$ cat src/rtl/tick_rate_pkg.sv
// Shared types and elaboration-time helpers for the tick rate controller.
package tick_rate_pkg;

    typedef enum logic [0:0] {
        ST_RUN,
        ST_PAUSED
    } state_e;

    // Counter reload for rate index k; evaluated signed so a too-fast rate goes negative.
    function automatic int reload(input int clk_hz, input int base_hz, input int k);
        return clk_hz / (base_hz << k) - 1;
    endfunction

    function automatic int rate_w(input int num_rates);
        return (num_rates > 1) ? $clog2(num_rates) : 1;
    endfunction

endpackage

$ cat src/rtl/tick_rate_ctrl_btn_edge_det.sv
// Rising-edge detector for a debounced, synchronous button; history resets to 1
// so a button held through reset does not fire.
module btn_edge_det (
    input  logic clk_i,
    input  logic rst_i,
    input  logic btn_i,
    output logic edge_o
);

    logic prev_q;

    always_ff @(posedge clk_i or posedge rst_i) begin
        if (rst_i) prev_q <= 1'b1;
        else       prev_q <= btn_i;
    end

    assign edge_o = btn_i & ~prev_q;

endmodule

$ cat src/rtl/tick_rate_ctrl.sv
// Run/pause/single-step and programmable-rate tick generator for the LFSR time base.
// Define TICK_RATE_CTRL_WRAP_EN to make the rate index wrap instead of saturate.
module tick_rate_ctrl
    import tick_rate_pkg::*;
#(
    parameter int CLK_HZ    = 100_000_000,
    parameter int BASE_HZ   = 1,
    parameter int NUM_RATES = 4,
    localparam int RATE_W   = rate_w(NUM_RATES)
) (
    input  logic              clk_100MHz,
    input  logic              reset,
    input  logic              btn_run,
    input  logic              btn_step,
    input  logic              btn_faster,
    input  logic              btn_slower,
    output logic              tick_en,
    output logic              clk_slow,
    output logic              running,
    output logic [RATE_W-1:0] rate_sel
);

    localparam int                CNT_W    = $clog2(reload(CLK_HZ, BASE_HZ, 0) + 1);
    localparam logic [RATE_W-1:0] RATE_MAX = RATE_W'(NUM_RATES - 1);

    if (reload(CLK_HZ, BASE_HZ, NUM_RATES - 1) < 1) begin : g_bad_cfg
        $error("tick_rate_ctrl: fastest rate needs a reload of at least 1");
    end

    logic run_e, step_e, fast_e, slow_e;

    btn_edge_det u_run  (.clk_i(clk_100MHz), .rst_i(reset), .btn_i(btn_run),    .edge_o(run_e));
    btn_edge_det u_step (.clk_i(clk_100MHz), .rst_i(reset), .btn_i(btn_step),   .edge_o(step_e));
    btn_edge_det u_fast (.clk_i(clk_100MHz), .rst_i(reset), .btn_i(btn_faster), .edge_o(fast_e));
    btn_edge_det u_slow (.clk_i(clk_100MHz), .rst_i(reset), .btn_i(btn_slower), .edge_o(slow_e));

    logic [CNT_W-1:0] reload_tab [NUM_RATES];

    for (genvar g = 0; g < NUM_RATES; g++) begin : g_reload
        assign reload_tab[g] = CNT_W'(reload(CLK_HZ, BASE_HZ, g));
    end

    state_e            state_q, state_d;
    logic [CNT_W-1:0]  cnt_q, cnt_d;
    logic [RATE_W-1:0] rate_q, rate_d;
    logic              tick_q, tick_d;
    logic              clk_slow_q, clk_slow_d;
    logic              rate_chg, wrap;

    always_comb begin
        rate_d = rate_q;
        if (fast_e && !slow_e) begin
            if (rate_q != RATE_MAX) rate_d = rate_q + RATE_W'(1);
`ifdef TICK_RATE_CTRL_WRAP_EN
            else                    rate_d = '0;
`endif
        end else if (slow_e && !fast_e) begin
            if (rate_q != '0) rate_d = rate_q - RATE_W'(1);
`ifdef TICK_RATE_CTRL_WRAP_EN
            else              rate_d = RATE_MAX;
`endif
        end
        rate_chg = (rate_d != rate_q);
        wrap     = (cnt_q == reload_tab[rate_q]);

        state_d = state_q;
        cnt_d   = cnt_q;
        tick_d  = 1'b0;
        case (state_q)
            ST_RUN: begin
                // A run edge wins over a wrap in the same cycle: the tick is dropped.
                if (run_e) begin
                    state_d = ST_PAUSED;
                    cnt_d   = '0;
                end else begin
                    tick_d = wrap;
                    cnt_d  = (wrap || rate_chg) ? '0 : cnt_q + CNT_W'(1);
                end
            end
            ST_PAUSED: begin
                cnt_d = '0;
                if (run_e) state_d = ST_RUN;
                else       tick_d  = step_e;
            end
            default: begin
                state_d = ST_RUN;
                cnt_d   = '0;
            end
        endcase
        clk_slow_d = clk_slow_q ^ tick_d;
    end

    always_ff @(posedge clk_100MHz or posedge reset) begin
        if (reset) begin
            state_q    <= ST_RUN;
            cnt_q      <= '0;
            rate_q     <= '0;
            tick_q     <= 1'b0;
            clk_slow_q <= 1'b0;
        end else begin
            state_q    <= state_d;
            cnt_q      <= cnt_d;
            rate_q     <= rate_d;
            tick_q     <= tick_d;
            clk_slow_q <= clk_slow_d;
        end
    end

    assign tick_en  = tick_q;
    assign clk_slow = clk_slow_q;
    assign running  = (state_q == ST_RUN);
    assign rate_sel = rate_q;

endmodule
$ cat config.mk
export PLATFORM = sky130hd
export DESIGN_NAME = tick_rate_ctrl
export DESIGN_NICKNAME = d
export VERILOG_FILES = /design/src/rtl/tick_rate_pkg.sv /design/src/rtl/tick_rate_ctrl_btn_edge_det.sv /design/src/rtl/tick_rate_ctrl.sv
export SDC_FILE = /design/constraint.sdc
export NUM_CORES = 1
export LEC_CHECK = 0
export BUFFER_PORTS_ARGS = -buffer_cell sky130_fd_sc_hd__buf_2
export CAP_MARGIN = 20
export CORE_ASPECT_RATIO = 0.9
export CORE_MARGIN = 4
export CORE_UTILIZATION = 45
export DETAILED_ROUTE_END_ITERATION = 10
export HOLD_SLACK_MARGIN = 0.12
export PLACE_DENSITY_LB_ADDON = 0.05
export SLEW_MARGIN = 20
export SYNTH_ARGS = -nofsm -noshare
export SYNTH_HDL_FRONTEND = slang
export SYNTH_HIERARCHICAL = 1
export SYNTH_SLANG_ARGS = --single-unit
export TNS_END_PERCENT = 20
$ cat constraint.sdc
create_clock -name clk_100MHz -period 2.4 [get_ports clk_100MHz]
set_clock_uncertainty 0.15 [all_clocks]
set_input_delay 0.24 -clock clk_100MHz [delete_from_list [all_inputs] [get_ports clk_100MHz]]
set_output_delay 0.24 -clock clk_100MHz [all_outputs]
set_load 0.05 [all_outputs]
Word level (Yosys, flattened, before mapping):

Index checks and enable logic that the tools add are counted.

* reduce and logical (&&, ||, !) cells: 6
* bitwise logic cells: 11
* add/sub/neg operators: 3
* multiplexer cells: 16
* order comparisons: 1
* equality and inequality tests: 3

Operators with widths (number)
* 27-bit 2-to-1 mux: 4
* 27-bit binary-select mux with 2-bit select: 1
* 27-bit one-hot mux with 2 select lines: 1
* 27-bit by 1-bit adder with 27-bit output, second input constant: 1
* 27-bit equality test: 1
* 2-bit 2-to-1 mux: 4
* 1-bit inverter: 5
* 1-bit AND: 4
* 1-bit 2-to-1 mux: 4
* 1-bit one-hot mux with 2 select lines: 2
* 3-bit greater-or-equal comparator, second input constant: 1
* 2-bit inverter with 3-bit output: 1
* 2-bit by 1-bit adder with 2-bit output, second input constant: 1
* 1-bit logical AND: 2
* 1-bit zero test: 2
* 2-bit inequality test: 1
* 2-bit inequality test, second input constant: 1
* 2-bit nonzero test: 1
* 2-bit by 1-bit subtractor with 2-bit output, second input constant: 1
* 1-bit logical OR: 1
* 1-bit XOR: 1

* output and inout port bits: 5
* register bits: 36
* bits of input ports: 6

Logic depth before layout (Yosys ltp):

* depth in word-level cells: 11
* mapped depth: 8
* mapped depth without buffers: 7

Cells and area by module:

The synthesis kept the hierarchy.

By module, submodules not included
* tick_rate_ctrl: instances 1, sequential area each 800.8 um^2, area each 1846.8 um^2, cells an instance 196
* btn_edge_det: instances 4, sequential area each 26.3 um^2, area each 43.8 um^2, cells an instance 3

Worst setup path after synthesis:

Ideal clock, no wire load.

* kind: register to register
* from: reg rate_q[1], in the netlist rate_sel[1]
* to: reg cnt_q[18]
* stages on the path, launching flop included: 9
* library setup time: 0.119 ns
* required time: 2.131 ns
* slack: 0.067 ns
* arrival: 2.064 ns
* path buffers: 3
* cells stage by stage: dfrtp_1 > buf_2 > buf_2 > a22oi_1 > o32ai_1 > nand4_2 > o21ai_4 > buf_6 > nor2_2

* word-level cells in the longest chain between the ends: 9
* elaborated cells between the ends (all ways): 18
* classes of those cells: 2 x add/sub; 3 x eq/ne; 10 x mux; 1 x bitwise; 2 x reduce/logical

RTL lines
* from (decl): RTL line tick_rate_ctrl.sv:45 `logic [RATE_W-1:0] rate_q, rate_d;`
* from (signal assigned): RTL line tick_rate_ctrl.sv:103 `rate_q <= rate_d;`
* 2-bit inverter with 3-bit output (not written as such) (tied with other cells): RTL line tick_rate_ctrl.sv:64 `wrap = (cnt_q == reload_tab[rate_q]);`
* 27-bit binary-select mux with 2-bit select or 2-bit 2-to-1 mux (tied branches): RTL line tick_rate_ctrl.sv:64, tick_rate_ctrl.sv:58
* 27-bit 2-to-1 mux (not written as such) or 2-bit 2-to-1 mux (tied branches): RTL line tick_rate_ctrl.sv:64, tick_rate_ctrl.sv:57
* 27-bit 2-to-1 mux (not written as such) or 2-bit 2-to-1 mux (tied branches): RTL line tick_rate_ctrl.sv:64, tick_rate_ctrl.sv:52
* 27-bit equality test or 2-bit inequality test (tied branches): RTL line tick_rate_ctrl.sv:64, tick_rate_ctrl.sv:63
* 1-bit logical OR *: RTL line tick_rate_ctrl.sv:77 `cnt_d = (wrap || rate_chg) ? '0 : cnt_q + CNT_W'(1);`
* 27-bit 2-to-1 mux *: RTL line tick_rate_ctrl.sv:77
* 27-bit 2-to-1 mux *: RTL line tick_rate_ctrl.sv:72 `if (run_e) begin`
* 27-bit one-hot mux with 2 select lines *: RTL line tick_rate_ctrl.sv:69 `case (state_q)`
* named net cnt_d[18]: RTL line tick_rate_ctrl.sv:44 `logic [CNT_W-1:0] cnt_q, cnt_d;`
* to (signal assigned): RTL line tick_rate_ctrl.sv:102 `cnt_q <= cnt_d;`
* to (decl): RTL line tick_rate_ctrl.sv:44

Mark *: on every way through the listed nets, which the timed path passes. The rest lies on a longest branch. The select of a mux whose other input is x is not followed.

Worst setup path in the final report:

* from: reg cnt_q[20]
* to: reg cnt_q[26]

* word-level cells in the longest chain between the ends: 5
* elaborated cells between the ends (all ways): 6
* classes of those cells: 1 x add/sub; 1 x eq/ne; 3 x mux; 1 x reduce/logical

RTL lines (RTL line)
* parallel branches: the longest is 2 deep, another holds 27-bit by 1-bit adder with 27-bit output
* 27-bit 2-to-1 mux *: tick_rate_ctrl.sv:77
* 27-bit 2-to-1 mux *: tick_rate_ctrl.sv:72
* 27-bit one-hot mux with 2 select lines *: tick_rate_ctrl.sv:69
* named net cnt_d[26]: tick_rate_ctrl.sv:44

Mark *: on every way through the listed nets, which the timed path passes.

==> flow_summary.toml <==
[status]
status = "complete, no violations"

[floorplanning]
die_x_um = 78.7
dieArea_mm2 = 0.00563
row_count = 22
coreArea_mm2 = 0.00421
die_y_um = 71.6
ios = 11
start_util_pct = 48.0

[placement]
gp_congestion = 0.784
placed_area_mm2 = 0.00219
post-dp-hpwl_um = 2870
pre_cts_slack_ns = 0.197
portBuffers = 10

[timing]
post-route-period-util_pct = 92.6
worst_slack_ns = 0.178
rsz0062_at_grt = "no"
fin_crit_ns = 2.22
worst_slew_pin_slew_ns = 0.652
fmax_mhz = 450
report.final.slew_viol_count = 0
relSlewSlack_pct = 56.5
hold_violations = 0
setup_viol = 0
finalSetupTns_ns = 0

[power]
finalPower_mw = 2.03
powerDensity_mw_per_mm2 = 845
peakVddDrop_mv = 0.470
p_leak_nw = 0.949

[job]
drv_cap = 0

[route]
avgRoutedWirePerCell_um = 13.2
via_per_inst = 4.99
drcViolationCount = 0
antenna_left = 0
drtIter0Drc = 87
firstDrtPassIters = 4
routed_wl_um = 3870
vias = 1463

[finish]
insertedDiodeCount = 0
design_area_mm2 = 0.00240
nNetsFinal = 239
final_common_cell = "dfrtp_1"
mostFrequentLayoutCells = "dfrtp_1, nor2_2, nor2_1, xnor2_1, nand2_1"
area_growth_syn_to_layout_pct = 18.8
drive_above_1_share_pct = 26.6

[critical_path]
start_kind = "flip-flop"
regToRegStartpoint = "cnt_q[20]$_DFF_PP0_"
end_kind = "flip-flop"
critPathKind = "flip-flop to flip-flop"
cp.arrival_ns = 2.25
cp-startpoint = "cnt_q[20]$_DFF_PP0_"
crit_required_ns = 2.43
crit_fanout = 11

[yosys]
ys.flop_type = "dfrtp_1"
yosys_warnings = 6
yosysUniqueCellTypes = 45
synth_edf_count = 0
synthesis.nets = 215
syn-cell-area_mm2 = 0.00202
synth_seq_cells = 36
netlist_instances = 208
yosysSeqAreaShare_pct = 44.8
synthArstFlopShare_pct = 100
syn_area_per_cell_um2 = 9.72

[clocking]
cts_tree = "done"
cts_setup_buffers = 0
worstSkewPairLatency_ns = 0.29
clockRootBuffer = "clkbuf_8"
path_clk_slew_ns = 0.07
numCtsBuffers = 5
h-tree-depth = 2
clock_path_buffers = 2
cts_sinks = 36

[global_route]
globalRouteTotalUtil_pct = 15.6
antenna_found_initial = 0
overflow = 0
grt_pass1_wl_um = 6880
grt_pass1_vias = 1476
grt_max_degree = 19

[worst_hold_path]
min-delay-start = "cnt_q[0]$_DFF_PP0_"
hp-class = "flip-flop to flip-flop"
-- per-layer routing --
metal / up-vias / share of wire [%] / track usage (%) / wire [um]
met2: 19 / 45 / 24.3 / 1740
met3: 7 / 3.0 / 3.39 / 116
li1: 744 / - / - / -
met4: 0 / 1.9 / 6.99 / 74
met1: 693 / 50 / 20.9 / 1940
met5: - / 0 / 0 / 0
-- metrics by stage --
stage / hold slack, ns / instances / util, %
2_1_floorplan: -0.0203 / 208 / -
3_3_place_gp: 0.120 / 280 / 52.0
3_5_place_dp: 0.122 / 280 / 52.0
4_1_cts: 0.341 / 293 / 57.0
5_1_grt: 0.369 / 293 / 57.0
6_report: 0.339 / 293 / 57.0
-- state kept, by name, summed over array words and instances (netlist names) --
register and count:
u_slow/prev_q 1, cnt_q 27, u_run/prev_q 1, u_step/prev_q 1, state_q 1, u_fast/prev_q 1, tick_en 1, rate_sel 2
clk_slow 1
-- logic make-up after synthesis --
group / after synthesis / synth area share [%]
buffers and inverters: 19 / 4.39
flip-flops: 36 / 44.8
adder cells (fa/ha/maj): 1 / 0.619
XOR/XNOR: 26 / 11.3
AO/OA/AOI/OAI: 21 / 8.54
multiplexers: 1 / 0.557
AND/OR/NAND/NOR: 104 / 29.8
-- final cells by class --
cell class | count | area (um2)
Fill cell | 380 | 1810
Multi-Input combinational cell | 153 | 1030
Sequential cell | 36 | 907
Timing Repair Buffer | 23 | 185
Clock inverter | 3 | 90.1
Tap cell | 60 | 75.1
Clock buffer | 5 | 68.8
Inverter | 13 | 48.8
-- power breakdown --
| part | internal [mW] | switching (mW) | leakage, nW | total [mW] |
|---|---|---|---|---|
| Combinational | 0.194 | 0.359 | 0.396 | 0.552 |
| Sequential | 0.660 | 0.0760 | 0.475 | 0.736 |
| Clock | 0.520 | 0.222 | 0.0784 | 0.741 |
-- critical path: stages (launching register included) --
cell,delay [ns]
dfrtp_1,0.40
nand2_1,0.10
or4b_1,0.50
a221oi_2,0.22
nand4_2,0.20
o21ai_4,0.22
buf_4,0.25
nor2_1,0.07
-- path summary, 6_finish.rpt --
path | endpoint | slack (ns) | depth (start not counted)
max | cnt_q[26]$_DFF_PP0_ | 0.18 | 7
min | cnt_q[0]$_DFF_PP0_ | 0.34 | 1
max reg2reg | cnt_q[26]$_DFF_PP0_ | 0.18 | 7
min reg2reg | cnt_q[0]$_DFF_PP0_ | 0.34 | 1
max in group asynchronous | cnt_q[14]$_DFF_PP0_ | 1.11 | 4
min in group asynchronous | u_step/prev_q$_DFF_PP1_ | 0.37 | 3
-- cells in the mapped netlist, types with 2 or more instances --
library cell	count	share of area [%]
o211ai_1	2	0.74
nand3b_1	3	1.1
nand4_1	3	0.93
nor2_1	17	3.2
o21ai_0	3	0.74
nor2b_4	4	2.7
dfstp_2	4	5.2
nand3_1	13	3.2
buf_2	2	0.50
nand2b_1	7	2.2
clkbuf_1	2	0.37
buf_6	2	1.1
nand2_1	15	2.8
dfrtp_1	32	40
xnor2_1	17	7.4
xor2_1	9	3.9
nor2b_1	2	0.62
nor3_1	7	1.7
inv_1	13	2.4
and3_1	4	1.2
and4_1	2	0.87
nor2_2	20	6.2
a21oi_1	3	0.74
-- repair_timing --
action,CTS,global route
hold buffers,5,0
setup endpoints to repair,0,9
endpoints found under the hold margin,22,0
resized for setup,0,1
Note: power is estimated with default switching activity, not from simulation.
